**src/rtl/reel_spin_ctrl.sv**
```systemverilog
// Reel spin controller: spins three reels to latched targets with staggered
// stops, and latches win/total credit values for the display.
// Ports:
//   clk, reset_n          : clock, async active-low reset
//   start_spin, reelN_idx : spin request and target symbols
//   is_win/win_credits    : win strobe and amount
//   is_total/total_credits: balance strobe and amount
//   reelN_pos             : displayed symbol per reel
//   spinning, spin_done   : busy level and end-of-spin pulse
//   win_disp/win_show     : latched win amount and its display enable
//   total_disp            : latched credit balance
module reel_spin_ctrl #(
  parameter int NUM_SYMBOLS   = 10,
  parameter int STEP_DIV      = 250000,
  parameter int MIN_STEPS     = 30,
  parameter int STAGGER_STEPS = 10
) (
  input  logic        clk,
  input  logic        reset_n,
  input  logic        start_spin,
  input  logic [3:0]  reel1_idx,
  input  logic [3:0]  reel2_idx,
  input  logic [3:0]  reel3_idx,
  input  logic        is_win,
  input  logic [11:0] win_credits,
  input  logic        is_total,
  input  logic [11:0] total_credits,
  output logic [3:0]  reel1_pos,
  output logic [3:0]  reel2_pos,
  output logic [3:0]  reel3_pos,
  output logic        spinning,
  output logic        spin_done,
  output logic [11:0] win_disp,
  output logic        win_show,
  output logic [11:0] total_disp
);

  localparam int TW = (STEP_DIV > 1) ? $clog2(STEP_DIV) : 1;
  localparam logic [TW-1:0] TICK_MAX = TW'(STEP_DIV - 1);
  localparam logic [3:0] SYM_MAX = 4'(NUM_SYMBOLS - 1);
  localparam logic [15:0] THR1 = 16'(MIN_STEPS);
  localparam logic [15:0] THR2 = 16'(MIN_STEPS + STAGGER_STEPS);
  localparam logic [15:0] THR3 = 16'(MIN_STEPS + 2 * STAGGER_STEPS);

  typedef enum logic [1:0] {
    IDLE,
    SPIN,
    DONE
  } state_t;

  state_t state, state_n;

  logic [2:0][3:0]  pos;
  logic [2:0][3:0]  tgt;
  logic [2:0][15:0] thr;
  logic [2:0]       stopped;
  logic [2:0]       stop_now;
  logic [TW-1:0]    tick;
  logic [15:0]      steps;
  logic [15:0]      steps_n;
  logic             step;
  logic             all_stop;
  logic             win_pend;
  logic [11:0]      win_pval;

  function automatic logic [3:0] adv(input logic [3:0] p);
    return (p == SYM_MAX) ? 4'd0 : p + 4'd1;
  endfunction

  function automatic logic [3:0] clamp(input logic [3:0] i);
    return ({1'b0, i} >= 5'(NUM_SYMBOLS)) ? SYM_MAX : i;
  endfunction

  assign thr      = {THR3, THR2, THR1};
  assign step     = (state == SPIN) && (tick == TICK_MAX);
  assign steps_n  = (&steps) ? steps : steps + 16'd1;
  assign all_stop = &(stopped | stop_now);

  // Stop decision uses the post-advance position and step count.
  always_comb begin
    stop_now = '0;
    for (int k = 0; k < 3; k++) begin
      stop_now[k] = step && !stopped[k] &&
                    (steps_n >= thr[k]) &&
                    (adv(pos[k]) == tgt[k]);
    end
  end

  always_comb begin
    state_n = state;
    unique case (state)
      IDLE:    if (start_spin) state_n = SPIN;
      SPIN:    if (all_stop) state_n = DONE;
      DONE:    state_n = IDLE;
      default: state_n = IDLE;
    endcase
  end

  always_ff @(posedge clk or negedge reset_n) begin
    if (!reset_n) state <= IDLE;
    else          state <= state_n;
  end

  always_ff @(posedge clk or negedge reset_n) begin
    if (!reset_n) begin
      pos        <= '0;
      tgt        <= '0;
      stopped    <= '0;
      tick       <= '0;
      steps      <= '0;
      win_pend   <= 1'b0;
      win_pval   <= '0;
      win_disp   <= '0;
      win_show   <= 1'b0;
      total_disp <= '0;
    end else begin
      if (is_total) total_disp <= total_credits;
      unique case (state)
        IDLE: begin
          if (start_spin) begin
            tgt      <= {clamp(reel3_idx), clamp(reel2_idx),
                         clamp(reel1_idx)};
            tick     <= '0;
            steps    <= '0;
            stopped  <= '0;
            win_show <= 1'b0;
            win_pend <= is_win;
            if (is_win) win_pval <= win_credits;
          end else if (is_win) begin
            win_disp <= win_credits;
            win_show <= 1'b1;
          end
        end
        SPIN: begin
          if (is_win) begin
            win_pend <= 1'b1;
            win_pval <= win_credits;
          end
          tick <= step ? '0 : tick + 1'b1;
          if (step) begin
            steps <= steps_n;
            for (int k = 0; k < 3; k++) begin
              if (!stopped[k]) pos[k] <= adv(pos[k]);
              if (stop_now[k]) stopped[k] <= 1'b1;
            end
          end
        end
        DONE: begin
          // A win arriving in this very cycle is newer than the pending one.
          if (is_win) begin
            win_disp <= win_credits;
            win_show <= 1'b1;
          end else if (win_pend) begin
            win_disp <= win_pval;
            win_show <= 1'b1;
          end
          win_pend <= 1'b0;
        end
        default: ;
      endcase
    end
  end

  assign reel1_pos = pos[0];
  assign reel2_pos = pos[1];
  assign reel3_pos = pos[2];
  assign spinning  = (state == SPIN);
  assign spin_done = (state == DONE);

endmodule

```
**config.mk**
```make
export PLATFORM = sky130hd
export DESIGN_NAME = reel_spin_ctrl
export DESIGN_NICKNAME = d
export VERILOG_FILES = /design/src/rtl/reel_spin_ctrl.sv
export SDC_FILE = /design/constraint.sdc
export NUM_CORES = 1
export LEC_CHECK = 0
export CAP_MARGIN = 5
export CORE_MARGIN = 2
export CORE_UTILIZATION = 40
export DETAILED_ROUTE_END_ITERATION = 10
export GPL_TIMING_DRIVEN = 0
export MAX_ROUTING_LAYER = met4
export SYNTH_ARGS = -nofsm -noshare
export SYNTH_HDL_FRONTEND = slang
export SYNTH_SLANG_ARGS = --single-unit
```
**constraint.sdc**
```tcl
create_clock -name clk -period 3.12 [get_ports clk]
set_clock_uncertainty 0.2 [all_clocks]
set_input_delay 0.624 -clock clk [delete_from_list [all_inputs] [get_ports clk]]
set_output_delay 0.624 -clock clk [all_outputs]
set_load 0.01 [all_outputs]
```
==> results.ini <==
[status]
status = finished, final reports clean

[pwr]
p_int_mw = 2.88
netSwitchingFraction = 0.296
ir_worst_vdd_mv = 0.461
powerDensity_nw_per_um2 = 593
power_frac_clock = 0.327
power.switching_mw = 1.21
power.total_mw = 4.09
power_leakage_nw = 2.97
power_frac_seq = 0.419
power_frac_comb = 0.254

[detailed_routing]
postRouteAntennaNets = 0
drt-total-wl_mm = 12.4
vias = 4477
drtPass1Iterations = 4
wl_per_cell_um = 14.9
drt_first_iter_violations = 196
drc_errors = 0
via_per_inst = 5.37

[sta]
rsz0062_at_grt = true
hold_viol_final = 0
slew_headroom = 0.487
drv_slew = 0
fin_setup_tns_ns = 0
worstMarginPinSlew_ns = 0.769
setup_viol = 0
period_minus_slack_ns = 2.98
min_period_over_period = 0.955
setup_slack_ns = 0.141
fmax_ghz = 0.336

[synth]
syn_nets = 610
ys_seq_elements = 101
netlist_area_um2 = 5430
synth_cell_type_count = 64
netlist_instances = 563
ys_dominant_reg_cell = dfrtp_1
ys_async_sr_fraction = 1.00
ys_seq_area_frac = 0.466
yosysWarnings = 0
avgSynthCellArea_um2 = 9.64
synth_edf_count = 0

[clock_tree]
clock_sinks = 101
clock_path_buffers = 2
cts_tree = done
hold_buffers = 0
clockRootBuffer = clkbuf_16
insertion_delay_ns = 0.35
cts_made_buffers = 9
clk_pin_slew_ns = 0.07
htreeDepth = 3

[place]
io_buffers = 79
place_inst = 819
dpl_worst_slack_ns = -0.231
hpwl_mm = 8.71
routabilityCongestion = 0.867

[final_layout]
stdcell_count = 833
drive_gt1_frac = 0.126
post-route-util = 0.520
area_growth_pct = 26.9
layout_commonest_cell = dfrtp_1
final_nets = 699
n_antenna_cell = 0
final_cell_mix = 101 x dfrtp_1, 78 x clkdlybuf4s50_1, 55 x nand2_1

[global_route]
grt_usage = 0.186
grt_max_degree = 53
grt_pass1_wl_mm = 21.3
grt_overflow = 0
antenna_found_initial = 0
grt_pass1_vias = 4458

[critical_path]
crit-reg2reg-launch = steps[4]
critPathMaxStageDelay_ns = 0.60
path_cells = buf_2, nand4_4, or4_4, a21oi_4, or4b_4, a22oi_2, o221a_2, and3b_1, nor3_2
r2r_cells = 9
worstPathArrival_ns = 3.01
cp-end-kind = register
slowest_stage = or4_4
crit_required_ns = 3.16
cp-start-kind = register
crit_fanout = 10
r2r_end = state[0]
crit_type = register to register
ff2ff_setup_slack_ns = 0.14

[floorplan]
num_rows = 42
initial_utilization = 0.410
dieWidth_um = 120
core_um2 = 13200
fp.dieH_um = 120
ios = 80
dieArea_um2 = 14500

[min_path]
hp-class = primary input to async pin

[run]
drv_cap = 0

## timing repair
| item | 4_1_cts | 5_1_grt |
|---|---|---|
| pin swaps | 0 | 1 |
| buffers inserted | 2 | 0 |
| endpoints found under the setup margin | 26 | 36 |
| endpoints found under the hold margin | 0 | 0 |
| resized for setup | 6 | 8 |
## power groups by stage
stage	logic, mW	registers (mW)	clock network, mW
after floorplan	0.568	1.74	0
after global placement	1.02	1.72	0
after detailed placement	1.04	1.74	0
after CTS	1.04	1.71	1.37
after global routing	1.15	1.74	1.41
final	1.04	1.71	1.34
## cell usage after synthesis (all sizes together), types with 2 or more instances
master / count / area [µm²]
mux2: 28 / 315
or4: 2 / 22.5
mux2i: 13 / 130
nand3b: 3 / 22.5
a21oi: 37 / 189
nor2: 55 / 206
and3: 5 / 31.3
xnor2: 13 / 114
nor2b: 8 / 50.1
a22oi: 8 / 65.1
dfrtp: 101 / 2530
buf: 11 / 48.8
o2bb2ai: 2 / 17.5
nand4b: 3 / 26.3
o22a: 2 / 17.5
xor2: 16 / 140
ha: 6 / 75.1
nor3: 11 / 60.1
nand3: 18 / 100
o211ai: 3 / 22.5
a31o: 3 / 26.3
nand2: 57 / 214
a21o: 3 / 22.5
or3: 4 / 25.0
or2: 2 / 12.5
nand4: 11 / 83.8
o31ai: 6 / 45.0
nor4: 7 / 65.1
clkbuf: 14 / 52.6
a31oi: 8 / 50.1
and4: 4 / 35.0
o221a: 2 / 22.5
or4b: 2 / 23.8
nor3b: 2 / 15.0
o21ai: 37 / 185
o41ai: 2 / 17.5
a22o: 5 / 43.8
inv: 12 / 45.0
o22ai: 2 / 12.5
and2: 6 / 40.0
nand2b: 19 / 119
## how the worst max path moves through the flow
stage | to | from
3_3_place_gp | tgt[2] | reset_n
6_report | state[0] | steps[4]
3_5_place_dp | steps[6] | tick[6]
4_1_cts | state[0] | steps[11]
2_1_floorplan | state[0] | steps[0]
5_1_grt | state[0] | steps[12]
## stage by stage
stage          cell area (µm²)  hold slack (ns)
2_1_floorplan             5430            0.128
3_3_place_gp              6440            0.285
3_5_place_dp              6460            0.294
4_1_cts                   6870            0.113
5_1_grt                   6890            0.149
6_report                  6890            0.105
## routing by layer
layer  up-vias  routed length [µm]  GRT usage  part of all wire
li1       2202                   -          -                 -
met1      2153                5840      0.243              0.47
met2       114                5770      0.289              0.46
met3         8                 705     0.0495             0.057
met4         0                 114     0.0465            0.0092
met5         -                   0          -                 0
## state kept, by name, summed over array words and instances, names as in the netlist, 2 cells and up
register / cells
reel1_pos: 4
tick: 18
win_disp: 12
stopped: 3
state: 2
total_disp: 12
reel3_pos: 4
steps: 16
tgt: 12
reel2_pos: 4
win_pval: 12
## area by class of cell
class | count | area (µm²)
buffer | 21 | 87.6
clock buffer | 10 | 239
clock inverter | 6 | 119
fill | 1206 | 6350
inverter | 12 | 45.0
multi-input combinational | 425 | 2820
sequential | 101 | 2530
tap | 176 | 220
timing repair buffer | 82 | 831
## logic make-up (layout without fill, tap and decap cells)
logic type,count (synthesis),in the layout,synth area share
flip-flops,101,101,0.466
buffers and inverters,37,131,0.0270
adder cells (fa/ha/maj),6,6,0.0138
XOR/XNOR,29,29,0.0468
AND/OR/NAND/NOR,221,221,0.216
multiplexers,41,41,0.0821
AO/OA/AOI/OAI,128,128,0.149
## critical path, delay by kind of cell (launching register included)
family / cells / cell delay (ns)
buffers and inverters: 1 / 0.20
DFF: 1 / 0.33
and+or+nand+nor: 5 / 1.52
AOI/OAI and AO/OA: 3 / 0.59
(Power assumes the default switching activity.)
